File: src/rtl/lsu_pkg.sv
// Shared types for the load/store unit: op codes, fault codes, FSM states and lane width.
package lsu_pkg;

  localparam int unsigned LANE_W = 8;

  typedef enum logic [3:0] {
    OpLb  = 4'd0,
    OpLbu = 4'd1,
    OpLh  = 4'd2,
    OpLhu = 4'd3,
    OpLw  = 4'd4,
    OpLwl = 4'd5,
    OpLwr = 4'd6,
    OpSb  = 4'd7,
    OpSh  = 4'd8,
    OpSw  = 4'd9
  } op_e;

  typedef enum logic [1:0] {
    FaultNone     = 2'd0,
    FaultMisalign = 2'd1,
    FaultTimeout  = 2'd2
  } fault_e;

  typedef enum logic [1:0] {
    StIdle = 2'd0,
    StBus  = 2'd1,
    StResp = 2'd2
  } state_e;

  function automatic logic is_load(input op_e op);
    return op inside {OpLb, OpLbu, OpLh, OpLhu, OpLw, OpLwl, OpLwr};
  endfunction

endpackage

File: src/rtl/lsu_lane_align.sv
// Combinational byte-lane steering: store byteenable/replication and load extract/extend/merge.
module lsu_lane_align
  import lsu_pkg::*;
(
  input  op_e         i_st_op,
  input  logic [1:0]  i_st_lane,
  input  logic [31:0] i_st_rt_data,
  output logic [3:0]  o_byteenable,
  output logic [31:0] o_writedata,
  input  op_e         i_ld_op,
  input  logic [1:0]  i_ld_lane,
  input  logic [31:0] i_ld_readdata,
  input  logic [31:0] i_ld_rt_data,
  output logic [31:0] o_ld_data
);

  logic [LANE_W-1:0] w_byte;
  logic [15:0]       w_half;

  // Halfword and word accesses ignore the low lane bits they cannot use.
  always_comb begin
    o_byteenable = '0;
    o_writedata  = '0;
    unique case (i_st_op)
      OpLb, OpLbu: o_byteenable = 4'b0001 << i_st_lane;
      OpLh, OpLhu: o_byteenable = i_st_lane[1] ? 4'b1100 : 4'b0011;
      OpLw:        o_byteenable = 4'b1111;
      OpLwl:       o_byteenable = 4'b1111 >> (2'd3 - i_st_lane);
      OpLwr:       o_byteenable = 4'b1111 << i_st_lane;
      OpSb: begin
        o_byteenable = 4'b0001 << i_st_lane;
        o_writedata  = {4{i_st_rt_data[7:0]}};
      end
      OpSh: begin
        o_byteenable = i_st_lane[1] ? 4'b1100 : 4'b0011;
        o_writedata  = {2{i_st_rt_data[15:0]}};
      end
      OpSw: begin
        o_byteenable = 4'b1111;
        o_writedata  = i_st_rt_data;
      end
      default: ;
    endcase
  end

  always_comb begin
    w_byte    = i_ld_readdata[LANE_W*i_ld_lane +: LANE_W];
    w_half    = i_ld_lane[1] ? i_ld_readdata[31:16] : i_ld_readdata[15:0];
    o_ld_data = '0;
    unique case (i_ld_op)
      OpLb:  o_ld_data = {{(32-LANE_W){w_byte[LANE_W-1]}}, w_byte};
      OpLbu: o_ld_data = {{(32-LANE_W){1'b0}}, w_byte};
      OpLh:  o_ld_data = {{16{w_half[15]}}, w_half};
      OpLhu: o_ld_data = {16'h0000, w_half};
      OpLw:  o_ld_data = i_ld_readdata;
      OpLwl: begin
        unique case (i_ld_lane)
          2'd0: o_ld_data = {i_ld_readdata[7:0], i_ld_rt_data[23:0]};
          2'd1: o_ld_data = {i_ld_readdata[15:0], i_ld_rt_data[15:0]};
          2'd2: o_ld_data = {i_ld_readdata[23:0], i_ld_rt_data[7:0]};
          default: o_ld_data = i_ld_readdata;
        endcase
      end
      OpLwr: begin
        unique case (i_ld_lane)
          2'd0: o_ld_data = i_ld_readdata;
          2'd1: o_ld_data = {i_ld_rt_data[31:24], i_ld_readdata[31:8]};
          2'd2: o_ld_data = {i_ld_rt_data[31:16], i_ld_readdata[31:16]};
          default: o_ld_data = {i_ld_rt_data[31:8], i_ld_readdata[31:24]};
        endcase
      end
      default: ;
    endcase
  end

endmodule

File: src/rtl/mem_access_unit.sv
// Single-outstanding load/store unit driving an Avalon-MM master with waitrequest timeout.
// Define LSU_ALIGN_TRAP_EN to fault misaligned LH/LHU/SH/LW/SW instead of truncating.
module mem_access_unit
  import lsu_pkg::*;
#(
  parameter int unsigned ADDR_W      = 32,
  parameter int unsigned TIMEOUT_CYC = 255
) (
  input  logic              clk,
  input  logic              reset,
  input  logic              req_valid,
  output logic              req_ready,
  input  logic [3:0]        req_op,
  input  logic [ADDR_W-1:0] req_base,
  input  logic [15:0]       req_offset,
  input  logic [31:0]       req_rt_data,
  input  logic [4:0]        req_rt,
  output logic              rsp_valid,
  output logic              rsp_reg_we,
  output logic [4:0]        rsp_reg_addr,
  output logic [31:0]       rsp_reg_data,
  output logic [1:0]        rsp_fault,
  output logic [ADDR_W-1:0] avm_address,
  output logic [3:0]        avm_byteenable,
  output logic              avm_read,
  output logic              avm_write,
  output logic [31:0]       avm_writedata,
  input  logic [31:0]       avm_readdata,
  input  logic              avm_waitrequest
);

  state_e            r_state, w_state_d;
  op_e               r_op;
  logic [1:0]        r_lane;
  logic [31:0]       r_rt_data;
  logic [4:0]        r_rt;
  logic [15:0]       r_wait_cnt;
  logic              r_avm_read, r_avm_write;
  logic [ADDR_W-1:0] r_avm_addr;
  logic [3:0]        r_avm_be;
  logic [31:0]       r_avm_wdata;
  logic              r_rsp_we;
  logic [31:0]       r_rsp_data;
  logic [1:0]        r_fault;

  op_e               w_op;
  logic [ADDR_W-1:0] w_ea;
  logic [3:0]        w_be;
  logic [31:0]       w_wdata;
  logic [31:0]       w_ld_data;
  logic [15:0]       w_wait_inc;
  logic              w_accept, w_timeout, w_misalign;

  assign w_op       = op_e'(req_op);
  assign w_ea       = req_base + ADDR_W'(signed'(req_offset));
  assign w_accept   = req_valid && (r_state == StIdle);
  assign w_wait_inc = r_wait_cnt + 16'd1;
  assign w_timeout  = (r_state == StBus) && avm_waitrequest && (w_wait_inc == 16'(TIMEOUT_CYC));

`ifdef LSU_ALIGN_TRAP_EN
  assign w_misalign = ((w_op inside {OpLh, OpLhu, OpSh}) && w_ea[0]) ||
                      ((w_op inside {OpLw, OpSw}) && (w_ea[1:0] != 2'b00));
`else
  assign w_misalign = 1'b0;
`endif

  lsu_lane_align u_lane_align (
    .i_st_op      (w_op),
    .i_st_lane    (w_ea[1:0]),
    .i_st_rt_data (req_rt_data),
    .o_byteenable (w_be),
    .o_writedata  (w_wdata),
    .i_ld_op      (r_op),
    .i_ld_lane    (r_lane),
    .i_ld_readdata(avm_readdata),
    .i_ld_rt_data (r_rt_data),
    .o_ld_data    (w_ld_data)
  );

  always_comb begin
    w_state_d = r_state;
    unique case (r_state)
      StIdle:  if (w_accept) w_state_d = w_misalign ? StResp : StBus;
      StBus:   if (!avm_waitrequest || w_timeout) w_state_d = StResp;
      StResp:  w_state_d = StIdle;
      default: w_state_d = StIdle;
    endcase
  end

  always_ff @(posedge clk or posedge reset) begin
    if (reset) begin
      r_state     <= StIdle;
      r_op        <= OpLb;
      r_lane      <= '0;
      r_rt_data   <= '0;
      r_rt        <= '0;
      r_wait_cnt  <= '0;
      r_avm_read  <= 1'b0;
      r_avm_write <= 1'b0;
      r_avm_addr  <= '0;
      r_avm_be    <= '0;
      r_avm_wdata <= '0;
      r_rsp_we    <= 1'b0;
      r_rsp_data  <= '0;
      r_fault     <= FaultNone;
    end else begin
      r_state <= w_state_d;
      unique case (r_state)
        StIdle: begin
          if (w_accept) begin
            r_op        <= w_op;
            r_lane      <= w_ea[1:0];
            r_rt_data   <= req_rt_data;
            r_rt        <= req_rt;
            r_wait_cnt  <= '0;
            r_avm_addr  <= {w_ea[ADDR_W-1:2], 2'b00};
            r_avm_be    <= w_be;
            r_avm_wdata <= w_wdata;
            r_rsp_we    <= 1'b0;
            r_rsp_data  <= '0;
            if (w_misalign) begin
              r_fault <= FaultMisalign;
            end else begin
              r_fault     <= FaultNone;
              r_avm_read  <= is_load(w_op);
              r_avm_write <= !is_load(w_op);
            end
          end
        end
        StBus: begin
          if (!avm_waitrequest) begin
            r_avm_read  <= 1'b0;
            r_avm_write <= 1'b0;
            r_rsp_we    <= is_load(r_op);
            r_rsp_data  <= w_ld_data;
          end else if (w_timeout) begin
            r_avm_read  <= 1'b0;
            r_avm_write <= 1'b0;
            r_fault     <= FaultTimeout;
          end else begin
            r_wait_cnt <= w_wait_inc;
          end
        end
        default: ;
      endcase
    end
  end

  assign req_ready      = (r_state == StIdle);
  assign rsp_valid      = (r_state == StResp);
  assign rsp_reg_we     = rsp_valid && r_rsp_we;
  assign rsp_reg_addr   = rsp_valid ? r_rt : '0;
  assign rsp_reg_data   = rsp_valid ? r_rsp_data : '0;
  assign rsp_fault      = rsp_valid ? r_fault : '0;
  assign avm_address    = r_avm_addr;
  assign avm_byteenable = r_avm_be;
  assign avm_read       = r_avm_read;
  assign avm_write      = r_avm_write;
  assign avm_writedata  = r_avm_wdata;

endmodule

File: config.mk
export PLATFORM = sky130hd
export DESIGN_NAME = mem_access_unit
export DESIGN_NICKNAME = d
export VERILOG_FILES = /design/src/rtl/lsu_pkg.sv /design/src/rtl/lsu_lane_align.sv /design/src/rtl/mem_access_unit.sv
export SDC_FILE = /design/constraint.sdc
export NUM_CORES = 1
export LEC_CHECK = 0
export BUFFER_PORTS_ARGS = -buffer_cell sky130_fd_sc_hd__buf_2
export CAP_MARGIN = 20
export CORE_MARGIN = 4
export CORE_UTILIZATION = 50
export CTS_CLUSTER_SIZE = 14
export DETAILED_ROUTE_END_ITERATION = 10
export PLACE_DENSITY = 0.74
export SETUP_SLACK_MARGIN = 0.05
export SYNTH_ARGS = -nofsm -noshare
export SYNTH_HDL_FRONTEND = slang
export SYNTH_SLANG_ARGS = --single-unit
File: constraint.sdc
create_clock -name clk -period 6.85 [get_ports clk]
set_input_delay 1.0275 -clock clk [delete_from_list [all_inputs] [get_ports clk]]
set_output_delay 1.0275 -clock clk [all_outputs]
set_load 0.02 [all_outputs]
==> metrics <==
status=completed; hold_buf cts=0; r2r worst-path depth=9; total wire length=~30,000 um; share of flip-flops with an asynchronous set or reset=100.0%; TritonCTS clock tree=yes; Port Buffers=233; Clock transition at path regs=70 ps; Post-synth EDFFs=0; layout cell share with drive strength beyond 1=between 20 and 25%; antenna-violating nets left=0; gr ovfl total=0; setup bufs post-CTS=0; site row count=52; final std cells w/o fill=1,687; final RePlAce weighted congestion=about 0.97; slowest stage cell, crit path=nor4_4; syn_area_per_cell=8.492 um^2; Achievable Freq=326.3 MHz; synth unique cells=65; RSZ-0062 raised after global routing=false; gr usage total=~27%; Design Power=0.004375 W; YS warnings=0; post-synth top area share=a little under 40%; Area growth syn-to-layout=18.88%; Die Wd=151.5 um; die area=22,960 um^2; largest net degree at the start of global routing=99; die height=151.5 um; Avg WL per Cell=18.30 um; #FFs+latches synth=163; final hold viol count=0; sequential share of the synthesized area=39.60%; NumNets Final=1,562; worst hold-check path type=reg -> reg; ys flop type=dfrtp_1; Pre-antenna DRT Iters=5; Starting Density=50.91%; Worst setup EP type=register; WP data arrival=3400 ps; dpl hpwl=22,260 um; first-pass GRT wire length=48,700 um; cell area after synthesis=10,300 um^2; final setup vio count=0; kind of critical path=reg -> reg; H-tree level count=4; most frequent cells in the layout=nand2_1, buf_2, dfrtp_1; Hold Path Cell Cnt=2; clk buf depth=2; DR iter-0 viols=804; root buf cell=clkbuf_16; CP max FO=16; pwr/cell area=357.3 nW/um^2; vias post-DR=9,859; commonest non-fill, non-tap cell in the layout=nand2_1; Worst-Skew Late Latency=430 ps; leakage power=5.955 nW; crit-path max cell delay=roughly 520 ps; MaxCap Viol Count=0; layout filler cell count=around 1,800; post-synth top area cell=dfrtp_1; Rel. slew slack=33.47%; CP Data Required Time=slightly above 7000 ps; vias in the first global route=9,215; slew of the pin with the lowest slew margin=997.9 ps; io pins=237; Vias/cell=5.844; DRC errors left=0; Max VDD drop=about 0.19 mV; worst clock skew=11.69 ps; Final Cycle Share=44.74%; Worst setup SP type=register; core area=about 20,000 um^2; CTS Buf Count=17; post-layout min period=around 3100 ps; placed cell count=between 1,500 and 2,000; Area contributors post-synth=dfrtp_1, nand2_1, o21ai_0, ha_1, a21oi_1; Gates resized, CTS repair=0; CTS sink cnt=163; crit-path cells=ha_1 -> nand4_2 -> nor4_4 -> xor2_1 -> nor4_2 -> o2111ai_2 -> a31oi_4 -> o21ai_0 -> o31ai_1; Post-Synthesis Cells=~1,200; setup TNS=0 ps; initial antenna violation count=0; Final Max Slew Viols=0
==> report_power, final <==
part	switching, W	internal (W)
combinational	0.00118	0.000679
sequential	0.000281	0.00129
clock	0.000451	0.000494
==> cell usage after synthesis (all sizes together) (10+ instances only) <==
master	instances
a211oi	25
a21o	13
a21oi	73
a221oi	13
a22o	22
a22oi	35
a31oi	10
and2	47
and3	10
buf	15
clkbuf	61
dfrtp	163
ha	33
inv	22
mux2	10
mux2i	26
nand2	248
nand3	24
nor2	83
nor2b	14
o21a	11
o21ai	103
o22ai	12
o31ai	17
xnor2	21
==> area by class of cell <==
| class | instances | area (um^2) | area share, % |
|---|---|---|---|
| inverters | 22 | 87.58 | 0.7152 |
| well taps | 270 | 337.8 | 2.759 |
| clock buffers | 18 | 439.2 | 3.586 |
| multi-input cells | 954 | 5859 | 47.85 |
| flip-flops and latches | 163 | 4080 | 33.32 |
| repair buffers | 245 | 1300 | 10.62 |
| clock inverters | 14 | 138.9 | 1.134 |
| diodes | 1 | 2.502 | 0.02044 |
==> final timing paths <==
check	slack, ps	endpoint	startpoint
max	3790	r_wait_cnt[7]	r_wait_cnt[0]
min in group asynchronous	770	avm_address[4]	reset
min	470	r_rt[0]	r_rt[0]
max reg2reg	3790	r_wait_cnt[7]	r_wait_cnt[0]
max in group asynchronous	4600	r_lane[0]	reset
min reg2reg	470	r_rt[0]	r_rt[0]
==> worst max-delay path, delay by kind of cell, from the launching register on <==
kind	cells	cell delay [ps]
xor gates and xnor gates	1	160
and+or+nand+nor	3	1060
adders and majority gates	1	280
AOI/OAI and AO/OA	4	1010
DFF	1	440
==> through the flow <==
stage	setup WS (ps)	util, %	cell area [um^2]	hold WS (ps)
CTS	3680	60.28	12200	471.7
global route	3553	60.51	12240	486.0
finish	3785	60.52	12250	467.1
floorplan	1418	-	10310	437.4
global placement	3511	57.28	11590	448.5
detailed placement	3463	57.42	11620	454.7
==> sequential cells by signal, summed over array words and instances, names as in the netlist <==
signal and cells:
avm_address 30, avm_byteenable 4, avm_read 1, avm_write 1, avm_writedata 32, r_fault 1
r_lane 2, r_op 4, r_rsp_data 32, r_rsp_we 1, r_rt 5, r_rt_data 32
r_state 2, r_wait_cnt 16
==> cell families after synthesis <==
kind of cell | synth area share (%)
fa+ha+maj | 4.203
flops | 39.60
xor+xnor | 2.551
buf+inv | 3.814
simple gates | 20.89
other cells | 0.03640
compound gates | 23.54
mux | 5.369
==> metal layers <==
layer / track usage, % / up-vias / part of all wire [%]
met5: 0 / - / 0
met4: 7.907 / 0 / 2.0
met3: 7.823 / 46 / 10
met2: 39.21 / 411 / 44
met1: 38.92 / 4676 / 44
li1: - / 4726 / -
Power figures use the tool's default switching activity.
